===== src/rtl/rggen_bit_field_access_arbiter_if.sv =====
// Host/bit-field bundle for rggen_bit_field_access_arbiter.
// Host-side request lines come in, the shared bit field access port goes out.
// The "slave" modport is the arbiter's view.
// The "master" modport is the hosts'/field's view.
interface rggen_bit_field_access_arbiter_if #(
    parameter int REQUESTERS = 2,
    parameter int WIDTH      = 1
);
    logic [REQUESTERS-1:0]       i_request;
    logic [REQUESTERS-1:0]       i_write;
    logic [REQUESTERS*WIDTH-1:0] i_write_data;
    logic [REQUESTERS*WIDTH-1:0] i_write_mask;
    logic [REQUESTERS-1:0]       o_ack;
    logic [WIDTH-1:0]            o_read_data;
    logic                        o_busy;
    logic                        o_bf_valid;
    logic [WIDTH-1:0]            o_bf_read_mask;
    logic [WIDTH-1:0]            o_bf_write_mask;
    logic [WIDTH-1:0]            o_bf_write_data;
    logic [WIDTH-1:0]            i_bf_read_data;

    modport slave (
        input  i_request,
        input  i_write,
        input  i_write_data,
        input  i_write_mask,
        output o_ack,
        output o_read_data,
        output o_busy,
        output o_bf_valid,
        output o_bf_read_mask,
        output o_bf_write_mask,
        output o_bf_write_data,
        input  i_bf_read_data
    );

    modport master (
        output i_request,
        output i_write,
        output i_write_data,
        output i_write_mask,
        input  o_ack,
        input  o_read_data,
        input  o_busy,
        input  o_bf_valid,
        input  o_bf_read_mask,
        input  o_bf_write_mask,
        input  o_bf_write_data,
        output i_bf_read_data
    );
endinterface


===== src/rtl/rggen_bit_field_access_arbiter.sv =====
// Round-robin arbiter that shares one bit field access port between several
// hosts. It performs exactly one access per grant, in three phases:
// - IDLE:     arbitrate and register the winning request.
// - ACCESS:   one-cycle strobe to the field; the pre-update read value is captured.
// - RESPONSE: one-cycle ack to the granted host.
// Reads can have side effects (rc / w01src fields), so each grant must map to
// exactly one strobe, and an aborted access must never be acknowledged.
module rggen_bit_field_access_arbiter #(
    parameter int REQUESTERS = 2,
    parameter int WIDTH      = 1
)(
    input  logic                                   i_clk,
    input  logic                                   i_rst_n,
    rggen_bit_field_access_arbiter_if.slave        bus_if
);

    localparam int IDX_W = (REQUESTERS > 1) ? $clog2(REQUESTERS) : 1;

    typedef enum logic [1:0] {
        ST_IDLE     = 2'd0,
        ST_ACCESS   = 2'd1,
        ST_RESPONSE = 2'd2
    } state_t;

    // One-hot decode of a grant index into the ack vector.
    function automatic logic [REQUESTERS-1:0] idx_to_onehot(input logic [IDX_W-1:0] idx);
        logic [REQUESTERS-1:0] vec;
        vec      = '0;
        vec[idx] = 1'b1;
        return vec;
    endfunction

    state_t                  state_q;
    logic [IDX_W-1:0]        grant_q;
    logic [IDX_W-1:0]        last_grant_q;
    logic [REQUESTERS-1:0]   ack_q;
    logic [WIDTH-1:0]        read_data_q;
    logic                    busy_q;
    logic                    bf_valid_q;
    logic [WIDTH-1:0]        bf_read_mask_q;
    logic [WIDTH-1:0]        bf_write_mask_q;
    logic [WIDTH-1:0]        bf_write_data_q;

    logic [WIDTH-1:0]        host_wdata_s [REQUESTERS];
    logic [WIDTH-1:0]        host_wmask_s [REQUESTERS];
    logic [IDX_W:0]          cand_s;
    logic                    grant_valid_d;
    logic [IDX_W-1:0]        grant_d;
    logic                    sel_write_d;
    logic [WIDTH-1:0]        sel_wdata_d;
    logic [WIDTH-1:0]        sel_wmask_d;

    // Split the flat per-host data/mask buses into per-host slices.
    always_comb begin
        for (int h = 0; h < REQUESTERS; h++) begin
            host_wdata_s[h] = bus_if.i_write_data[h*WIDTH +: WIDTH];
            host_wmask_s[h] = bus_if.i_write_mask[h*WIDTH +: WIDTH];
        end
    end

    // Round-robin search: the first requester at or above last_grant+1, wrapping to 0.
    always_comb begin
        grant_valid_d = 1'b0;
        grant_d       = '0;
        sel_write_d   = 1'b0;
        sel_wdata_d   = '0;
        sel_wmask_d   = '0;
        cand_s        = '0;
        for (int k = 0; k < REQUESTERS; k++) begin
            // last_grant+1+k never exceeds 2*REQUESTERS-1, so a single
            // conditional subtract is enough for the modulo.
            cand_s = {1'b0, last_grant_q} + (IDX_W+1)'(1) + (IDX_W+1)'(k);
            if (cand_s >= (IDX_W+1)'(REQUESTERS)) begin
                cand_s = cand_s - (IDX_W+1)'(REQUESTERS);
            end else begin
                cand_s = cand_s;
            end
            if (!grant_valid_d && bus_if.i_request[cand_s[IDX_W-1:0]]) begin
                grant_valid_d = 1'b1;
                grant_d       = cand_s[IDX_W-1:0];
                sel_write_d   = bus_if.i_write[cand_s[IDX_W-1:0]];
                sel_wdata_d   = host_wdata_s[cand_s[IDX_W-1:0]];
                sel_wmask_d   = host_wmask_s[cand_s[IDX_W-1:0]];
            end else begin
                grant_valid_d = grant_valid_d;
            end
        end
    end

    // Access sequencer: the state machine together with every registered output.
    always_ff @(posedge i_clk or negedge i_rst_n) begin
        if (!i_rst_n) begin
            state_q         <= ST_IDLE;
            grant_q         <= '0;
            last_grant_q    <= IDX_W'(REQUESTERS - 1);
            ack_q           <= '0;
            read_data_q     <= '0;
            busy_q          <= 1'b0;
            bf_valid_q      <= 1'b0;
            bf_read_mask_q  <= '0;
            bf_write_mask_q <= '0;
            bf_write_data_q <= '0;
        end else begin
            case (state_q)
                ST_IDLE: begin
                    ack_q <= '0;
                    if (grant_valid_d) begin
                        state_q      <= ST_ACCESS;
                        grant_q      <= grant_d;
                        last_grant_q <= grant_d;
                        busy_q       <= 1'b1;
                        bf_valid_q   <= 1'b1;
                        // A write with an all-zero mask is still a write:
                        // the read mask stays clear.
                        if (sel_write_d) begin
                            bf_read_mask_q  <= '0;
                            bf_write_mask_q <= sel_wmask_d;
                            bf_write_data_q <= sel_wdata_d;
                        end else begin
                            bf_read_mask_q  <= '1;
                            bf_write_mask_q <= '0;
                            bf_write_data_q <= '0;
                        end
                    end else begin
                        state_q <= ST_IDLE;
                    end
                end
                ST_ACCESS: begin
                    // Capture the field value seen during the strobe,
                    // i.e. before any read/write side effect lands.
                    state_q         <= ST_RESPONSE;
                    read_data_q     <= bus_if.i_bf_read_data;
                    ack_q           <= idx_to_onehot(grant_q);
                    bf_valid_q      <= 1'b0;
                    bf_read_mask_q  <= '0;
                    bf_write_mask_q <= '0;
                    bf_write_data_q <= '0;
                end
                ST_RESPONSE: begin
                    // The following IDLE cycle gives the host time to
                    // drop its request before re-arbitration.
                    state_q <= ST_IDLE;
                    ack_q   <= '0;
                    busy_q  <= 1'b0;
                end
                default: begin
                    state_q         <= ST_IDLE;
                    ack_q           <= '0;
                    busy_q          <= 1'b0;
                    bf_valid_q      <= 1'b0;
                    bf_read_mask_q  <= '0;
                    bf_write_mask_q <= '0;
                    bf_write_data_q <= '0;
                end
            endcase
        end
    end

    assign bus_if.o_ack           = ack_q;
    assign bus_if.o_read_data     = read_data_q;
    assign bus_if.o_busy          = busy_q;
    assign bus_if.o_bf_valid      = bf_valid_q;
    assign bus_if.o_bf_read_mask  = bf_read_mask_q;
    assign bus_if.o_bf_write_mask = bf_write_mask_q;
    assign bus_if.o_bf_write_data = bf_write_data_q;

endmodule

===== src/flat_wrapper.sv =====
// flat-port wrapper written by rule: the top's interface ports become plain ports
module rggen_bit_field_access_arbiter_flat 
#(
    parameter int REQUESTERS = 2,
    parameter int WIDTH      = 1
)
  (i_clk, i_rst_n, bus_if_i_request, bus_if_i_write, bus_if_i_write_data, bus_if_i_write_mask, bus_if_o_ack, bus_if_o_read_data, bus_if_o_busy, bus_if_o_bf_valid, bus_if_o_bf_read_mask, bus_if_o_bf_write_mask, bus_if_o_bf_write_data, bus_if_i_bf_read_data);
  rggen_bit_field_access_arbiter_if #(.REQUESTERS(REQUESTERS), .WIDTH(WIDTH)) bus_if_i ();
  input  logic i_clk;
  input  logic i_rst_n;
  input wire logic [$bits(bus_if_i.i_request)-1:0] bus_if_i_request;
  input wire logic [$bits(bus_if_i.i_write)-1:0] bus_if_i_write;
  input wire logic [$bits(bus_if_i.i_write_data)-1:0] bus_if_i_write_data;
  input wire logic [$bits(bus_if_i.i_write_mask)-1:0] bus_if_i_write_mask;
  output wire logic [$bits(bus_if_i.o_ack)-1:0] bus_if_o_ack;
  output wire logic [$bits(bus_if_i.o_read_data)-1:0] bus_if_o_read_data;
  output wire logic [$bits(bus_if_i.o_busy)-1:0] bus_if_o_busy;
  output wire logic [$bits(bus_if_i.o_bf_valid)-1:0] bus_if_o_bf_valid;
  output wire logic [$bits(bus_if_i.o_bf_read_mask)-1:0] bus_if_o_bf_read_mask;
  output wire logic [$bits(bus_if_i.o_bf_write_mask)-1:0] bus_if_o_bf_write_mask;
  output wire logic [$bits(bus_if_i.o_bf_write_data)-1:0] bus_if_o_bf_write_data;
  input wire logic [$bits(bus_if_i.i_bf_read_data)-1:0] bus_if_i_bf_read_data;
  assign bus_if_i.i_request = bus_if_i_request;
  assign bus_if_i.i_write = bus_if_i_write;
  assign bus_if_i.i_write_data = bus_if_i_write_data;
  assign bus_if_i.i_write_mask = bus_if_i_write_mask;
  assign bus_if_o_ack = bus_if_i.o_ack;
  assign bus_if_o_read_data = bus_if_i.o_read_data;
  assign bus_if_o_busy = bus_if_i.o_busy;
  assign bus_if_o_bf_valid = bus_if_i.o_bf_valid;
  assign bus_if_o_bf_read_mask = bus_if_i.o_bf_read_mask;
  assign bus_if_o_bf_write_mask = bus_if_i.o_bf_write_mask;
  assign bus_if_o_bf_write_data = bus_if_i.o_bf_write_data;
  assign bus_if_i.i_bf_read_data = bus_if_i_bf_read_data;
  rggen_bit_field_access_arbiter #(.REQUESTERS(REQUESTERS), .WIDTH(WIDTH)) u_core (.i_clk(i_clk), .i_rst_n(i_rst_n), .bus_if(bus_if_i));
endmodule

===== config.mk =====
export PLATFORM = sky130hd
export DESIGN_NAME = rggen_bit_field_access_arbiter_flat
export DESIGN_NICKNAME = d
export VERILOG_FILES = /design/src/rtl/rggen_bit_field_access_arbiter_if.sv /design/src/rtl/rggen_bit_field_access_arbiter.sv /design/src/flat_wrapper.sv
export SDC_FILE = /design/constraint.sdc
export NUM_CORES = 1
export LEC_CHECK = 0
export CAP_MARGIN = 20
export CORE_AREA = 4 4 41 43
export DETAILED_ROUTE_END_ITERATION = 12
export DIE_AREA = 0 0 45 47
export DONT_BUFFER_PORTS = 1
export GPL_TIMING_DRIVEN = 0
export PLACE_DENSITY = 0.61
export SYNTH_ARGS = -nofsm -noshare
export SYNTH_HDL_FRONTEND = slang
export SYNTH_SLANG_ARGS = --single-unit

===== constraint.sdc =====
create_clock -name i_clk -period 1.6 [get_ports i_clk]
set_input_delay 0.32 -clock i_clk [delete_from_list [all_inputs] [get_ports i_clk]]
set_output_delay 0.32 -clock i_clk [all_outputs]
set_load 0.02 [all_outputs]

# ---- Yosys cells after proc, flatten, opt, wreduce, memory -nomap -nowiden
# Cells that the tools add are included.
dict set report classes {
  mul 0
  eq_ne 3
  n_addsub 4
  n_lt_le_gt_ge 8
  div_mod_pow 0
  bitwise 4
  n_reduce_logical 7
  n_shift 0
  mux 49
}
# operator n
set op_table {}
lappend op_table {{two-way mux 1 bit} 41}
lappend op_table {{case mux 1 bit (2 select lines)} 5}
lappend op_table {{greater-or-equal comparator 2 bit (second input constant)} 4}
lappend op_table {{less-than comparator 1 x 2 -> 1 bit (second input constant)} 3}
lappend op_table {{AND reduction 2 bit} 3}
lappend op_table {{inverter 1 -> 2 bit} 2}
lappend op_table {{case mux 2 bit (2 select lines)} 1}
lappend op_table {{adder 1 x 1 -> 2 bit (second input constant)} 1}
lappend op_table {{adder 2 x 1 -> 2 bit (second input constant)} 1}
lappend op_table {{== test 2 x 1 -> 1 bit (second input constant)} 1}
lappend op_table {{== test 2 bit (second input constant)} 1}
lappend op_table {{logical AND 1 bit} 2}
lappend op_table {{zero test 2 bit} 1}
lappend op_table {{two-way mux 2 bit} 1}
lappend op_table {{inequality test 2 x 1 -> 1 bit (second input constant)} 1}
lappend op_table {{inverter 1 bit} 2}
lappend op_table {{subtractor 1 bit (second input constant)} 2}
lappend op_table {{demux 1 bit (select 1 bit)} 1}
lappend op_table {{greater-or-equal comparator 1 bit (second input constant)} 1}
lappend op_table {{zero test 1 bit} 1}
dict set report word_totals {
  ramBits 0
  reg_bits 12
  latch_bits 0
  n_memories 0
  rom_bits 0
}

# ---- Logic depth before layout (Yosys ltp)
dict set report logic_depth {
  depth_word 12
  mapped_depth 4
}

# ---- Worst setup path before layout
# No wires, ideal clock.
dict set report synth_timing {
  path_kind {register to register}
  start {reg u_core.last_grant_q}
  end {reg u_core.bf_write_data_q (netlist: u_core.bus_if.o_bf_write_data)}
  path_stages_with_launch 4
  setup_slack_ps 429
  arrival_ps 1071
  n_path_buf 0
  synth_period_minus_slack_ps 1171
  t_required_ps 1499
  cell_sequence {dfstp_2 -> nand2b_1 -> a32oi_2 -> o32ai_1}
}
dict set report synth_via {
  elab_chain_cells 12
  word_cells_on_any_way 37
}
# element line_no
set synth_lines {}
lappend synth_lines {{start: declaration} rggen_bit_field_access_arbiter.sv:35} ;# logic [IDX_W-1:0] last_grant_q;
lappend synth_lines {{start signal: assignment} rggen_bit_field_access_arbiter.sv:95} ;# last_grant_q <= IDX_W'(REQUESTERS - 1);
lappend synth_lines {{start signal: assignment} rggen_bit_field_access_arbiter.sv:110} ;# last_grant_q <= grant_d;
lappend synth_lines {{adder 1 x 1 -> 2 bit *} rggen_bit_field_access_arbiter.sv:72} ;# cand_s = {1'b0, last_grant_q} + (IDX_W+1)'(1) + (IDX_W+1)'(k);
lappend synth_lines {{adder 2 x 1 -> 2 bit (tied with other cells)} rggen_bit_field_access_arbiter.sv:72}
lappend synth_lines {{greater-or-equal comparator 2 bit (tied with other cells)} rggen_bit_field_access_arbiter.sv:73} ;# if (cand_s >= (IDX_W+1)'(REQUESTERS)) begin
lappend synth_lines {{two-way mux 1 bit (tied with other cells)} rggen_bit_field_access_arbiter.sv:73}
lappend synth_lines {{inverter 1 -> 2 bit (implied by the code) (tied with other cells)} rggen_bit_field_access_arbiter.sv:82} ;# sel_wdata_d = host_wdata_s[cand_s[IDX_W-1:0]];
lappend synth_lines {{two-way mux 1 bit, on equally long branches} {rggen_bit_field_access_arbiter.sv:82, rggen_bit_field_access_arbiter.sv:78}}
lappend synth_lines {{two-way mux 1 bit (implied by the code) or zero test 1 bit (tied branches)} {rggen_bit_field_access_arbiter.sv:82, rggen_bit_field_access_arbiter.sv:78}}
lappend synth_lines {{two-way mux 1 bit (implied by the code) (tied with other cells)} rggen_bit_field_access_arbiter.sv:82}
lappend synth_lines {{two-way mux 1 bit} rggen_bit_field_access_arbiter.sv:78} ;# if (!grant_valid_d && bus_if.i_request[cand_s[IDX_W-1:0]]) begin
lappend synth_lines {{two-way mux 1 bit} rggen_bit_field_access_arbiter.sv:115} ;# if (sel_write_d) begin
lappend synth_lines {{two-way mux 1 bit} rggen_bit_field_access_arbiter.sv:107} ;# if (grant_valid_d) begin
lappend synth_lines {{case mux 1 bit (2 select lines)} rggen_bit_field_access_arbiter.sv:104} ;# case (state_q)
lappend synth_lines {{end signal: assignment} rggen_bit_field_access_arbiter.sv:118} ;# bf_write_data_q <= sel_wdata_d;
lappend synth_lines {{end: declaration} rggen_bit_field_access_arbiter.sv:42} ;# logic [WIDTH-1:0] bf_write_data_q;
# Mark *: on every way between the ends. The rest lies on a longest branch, timed or not. The select of a mux whose other input is x is not followed.
# A chain may end at the register's enable or synchronous reset.

# ---- Worst setup path in the final report
# Ends and elaborated chain as after synthesis.

==> load_flow_metrics.sql <==
INSERT INTO impl_metrics (metric_group, metric, value, unit) VALUES
('sta', 'rsz_0062_raised_after_global_routing', 'false', ''),
('power_and_ir_drop', 'switchingPower', '0.438', 'mW'),
('drt', 'num_vias', '331', ''),
('critical_path', 'worst_ep_required_time', '1.77', 'ns'),
('power_and_ir_drop', 'power-per-cell-area', '2000', 'mW/mm²'),
('sta', 'worst_slew_pin_slew', '0.543', 'ns'),
('cells_and_area', 'antenna-diode-count', '0', ''),
('yosys', 'postSynthAreaPerCell', '12.0', 'µm²'),
('critical_path', 'cp_data_arrival_time', '1.44', 'ns'),
('drt', 'drt_pre_antenna_iters', '3', ''),
('cells_and_area', 'nNetsFinal', '58', ''),
('critical_path', 'cp-end-kind', 'flop', ''),
('sta', 'report.final.hold_viol_count', '0', ''),
('drt', 'wl_met3', '130', 'µm'),
('clock_network', 'insertion_delay', '0.27', 'ns'),
('placement', 'gp_congestion', '0.706', ''),
('sta', 'setup_viol', '0', ''),
('critical_path', 'cp_top_family', 'flip-flops', ''),
('critical_path', 'endpoint_of_the_most_critical_setup_path', 'u_core.bus_if.o_bf_write_data', ''),
('die', 'core', '0.00130', 'mm²'),
('die', 'start_util', '37.9', '%'),
('global_routing', 'antenna_found_initial', '0', ''),
('power_and_ir_drop', 'vdd_ir_drop_max', '0.000609', 'V'),
('hold_path', 'worst_hold_path_type', 'input port to flop', ''),
('clock_network', 'cts_max_level', '1', ''),
('placement', 'hpwlAfterDp', '740', 'µm'),
('yosys', 'postSynthCellCount', '41', ''),
('cells_and_area', 'post-route-util', '42.1', '%'),
('yosys', 'synth_area', '493', 'µm²'),
('clock_network', 'cts-buffers-inserted', '3', ''),
('cells_and_area', 'stdcell_count', '61', ''),
('cells_and_area', 'final_layout_size_suffix_gt1_share', '17.4', '%'),
('status', 'run_status', 'complete, no violations', ''),
('placement', 'number_of_buffer_cells_added_on_primary_ports', '0', ''),
('critical_path', 'timing.critical_path.slowest_stage_cell', 'dfstp_2', ''),
('yosys', 'synthDistinctLibCells', '17', ''),
('die', 'boundaryPins', '19', ''),
('yosys', 'postSynthNetCount', '52', ''),
('power_and_ir_drop', 'power.share.sequential', '58.9', '%'),
('drt', 'drc', '0', ''),
('power_and_ir_drop', 'total_leakage_power', '0.243', 'nW'),
('clock_network', 'root_buf_cell', 'clkbuf_4', ''),
('clock_network', 'clk_sinks', '12', ''),
('drt', 'route.detailed.vias_per_inst', '5.43', ''),
('drt', 'wl_met2', '429', 'µm'),
('critical_path', 'r2r_slack', '0.34', 'ns'),
('yosys', 'postSynthRegisterBits', '12', ''),
('sta', 'hold_slack', '0.118', 'ns'),
('sta', 'max_transition_margin', '63.7', '%'),
('global_routing', 'gr-total-overflow', '0', ''),
('yosys', 'synth_sequential_area_ratio', '61.2', '%'),
('critical_path', 'worstReg2RegEnd', 'u_core.bus_if.o_bf_write_data', ''),
('power_and_ir_drop', 'internal_power', '0.658', 'mW'),
('critical_path', 'crit_path_cells', 'nand2b_1 -> a32oi_2 -> o32ai_1', ''),
('sta', 'period_share', '79.0', '%'),
('critical_path', 'crit_path_max_incr_delay', '0.56', 'ns'),
('drt', 'route.top_layer_used', 'met3', ''),
('drt', 'wire_per_inst', '15.9', 'µm'),
('die', 'die_width', '45', 'µm'),
('yosys', 'yosys_warnings', '0', ''),
('cells_and_area', 'post_route_cell_area', '548', 'µm²'),
('clock_network', 'cts.repair.resized', '0', ''),
('job', 'max_cap_violations', '0', ''),
('placement', 'place_area', '512', 'µm²'),
('die', 'num_rows', '13', ''),
('critical_path', 'worstSetupStartpointType', 'flop', ''),
('critical_path', 'cp_num_buf_inv', '0', ''),
('global_routing', 'grt_start_max_net_pins', '13', ''),
('clock_network', 'cts.repair_timing.setup_buffer_count', '0', ''),
('sta', 'final-max-slew-violation-count', '0', ''),
('global_routing', 'grt_pass1_vias', '370', '');
## cell usage after synthesis
| cell | number | area, µm² |
|---|---|---|
| a32oi_1 | 2 | 17.5 |
| nor2_1 | 2 | 7.51 |
| a31oi_1 | 2 | 12.5 |
| a21oi_1 | 2 | 10.0 |
| o32ai_1 | 2 | 17.5 |
| dfstp_2 | 1 | 26.3 |
| inv_1 | 7 | 26.3 |
| o21ai_0 | 3 | 15.0 |
| dfrtp_1 | 11 | 275 |
| o21bai_1 | 1 | 7.51 |
| nor2_4 | 1 | 11.3 |
| a32oi_2 | 1 | 16.3 |
| a21boi_2 | 1 | 11.3 |
| and2_1 | 1 | 6.26 |
| o2bb2ai_1 | 1 | 8.76 |
| nand2b_1 | 2 | 12.5 |
| mux2_2 | 1 | 11.3 |
## flip-flops by register name, indices dropped and copies added (netlist names)
signal / flops
u_core.bus_if.o_ack: 2
u_core.bus_if.o_bf_read_mask: 1
u_core.bus_if.o_bf_valid: 1
u_core.bus_if.o_bf_write_data: 1
u_core.bus_if.o_bf_write_mask: 1
u_core.bus_if.o_busy: 1
u_core.bus_if.o_read_data: 1
u_core.grant_q: 1
u_core.last_grant_q: 1
u_core.state_q: 2
## metal layers
metal | vias up | GRT usage (%)
met5 | - | 0
met2 | 18 | 16.4
met1 | 157 | 11.4
met3 | 0 | 7.28
li1 | 156 | -
met4 | 0 | 5.26
## worst reg2reg max path: cells and delay by family (launching register included)
kind | cells | cell delay (ns)
and+or+nand+nor | 1 | 0.20
AOI/OAI and AO/OA | 2 | 0.42
DFF | 1 | 0.56
## logic make-up after synthesis
| group | after synthesis | synth area share [%] |
|---|---|---|
| buffers and inverters | 7 | 5.33 |
| multiplexers | 1 | 2.28 |
| flip-flops | 12 | 61.2 |
| AO/OA/AOI/OAI | 15 | 23.6 |
| AND/OR/NAND/NOR | 6 | 7.62 |
## repair_timing
action / 4_1_cts / 5_1_grt
endpoints found under the setup margin: 0 / 0
hold buffers: 1 / 0
hold endpoints to repair: 12 / 0
## layout by cell type, fill, tap and decap left out, drive strengths merged
| cell type | count |
|---|---|
| dfrtp | 11 |
| inv | 7 |
| clkbuf | 4 |
| o21ai | 3 |
| nor2 | 3 |
| a32oi | 3 |
| nand2b | 2 |
| o32ai | 2 |
| a21oi | 2 |
| a31oi | 2 |
| and2 | 1 |
| a21boi | 1 |
| o21bai | 1 |
| mux2 | 1 |
| o2bb2ai | 1 |
| dlygate4sd3 | 1 |
| dfstp | 1 |
## power groups by stage
stage	clock network, mW	registers, mW	logic (mW)
after floorplan	0	0.621	0.216
after global placement	0	0.645	0.242
after detailed placement	0	0.654	0.257
after CTS	0.199	0.650	0.265
after global routing	0.216	0.663	0.301
final	0.190	0.645	0.260
## stage by stage
step / setup slack (ns) / power (mW)
detailed placement: 0.312 / 0.911
CTS: 0.321 / 1.11
finish: 0.335 / 1.10
global route: 0.236 / 1.18
global placement: 0.374 / 0.888
floorplan: 0.429 / 0.837
## area by class of cell
class	count	area (µm²)
Clock buffer	4	26.3
Fill cell	132	753
Inverter	7	26.3
Multi-Input combinational cell	22	165
Sequential cell	12	302
Tap cell	15	18.8
Timing Repair Buffer	1	10.0
## how the worst min path moves through the flow
stage                                    from                   endpoint  slack [ns]  depth (start not counted)
after floorplan                       i_rst_n     u_core.bus_if.o_ack[0]        0.02                          0
after global placement                i_rst_n  u_core.bus_if.o_read_data        0.02                          0
after detailed placement              i_rst_n     u_core.bus_if.o_ack[0]        0.02                          0
after CTS                 bus_if_i_request[0]        u_core.last_grant_q        0.11                          1
after global routing      bus_if_i_request[0]        u_core.last_grant_q        0.11                          1
final                     bus_if_i_request[0]        u_core.last_grant_q        0.12                          1
(Power assumes the default switching activity.)
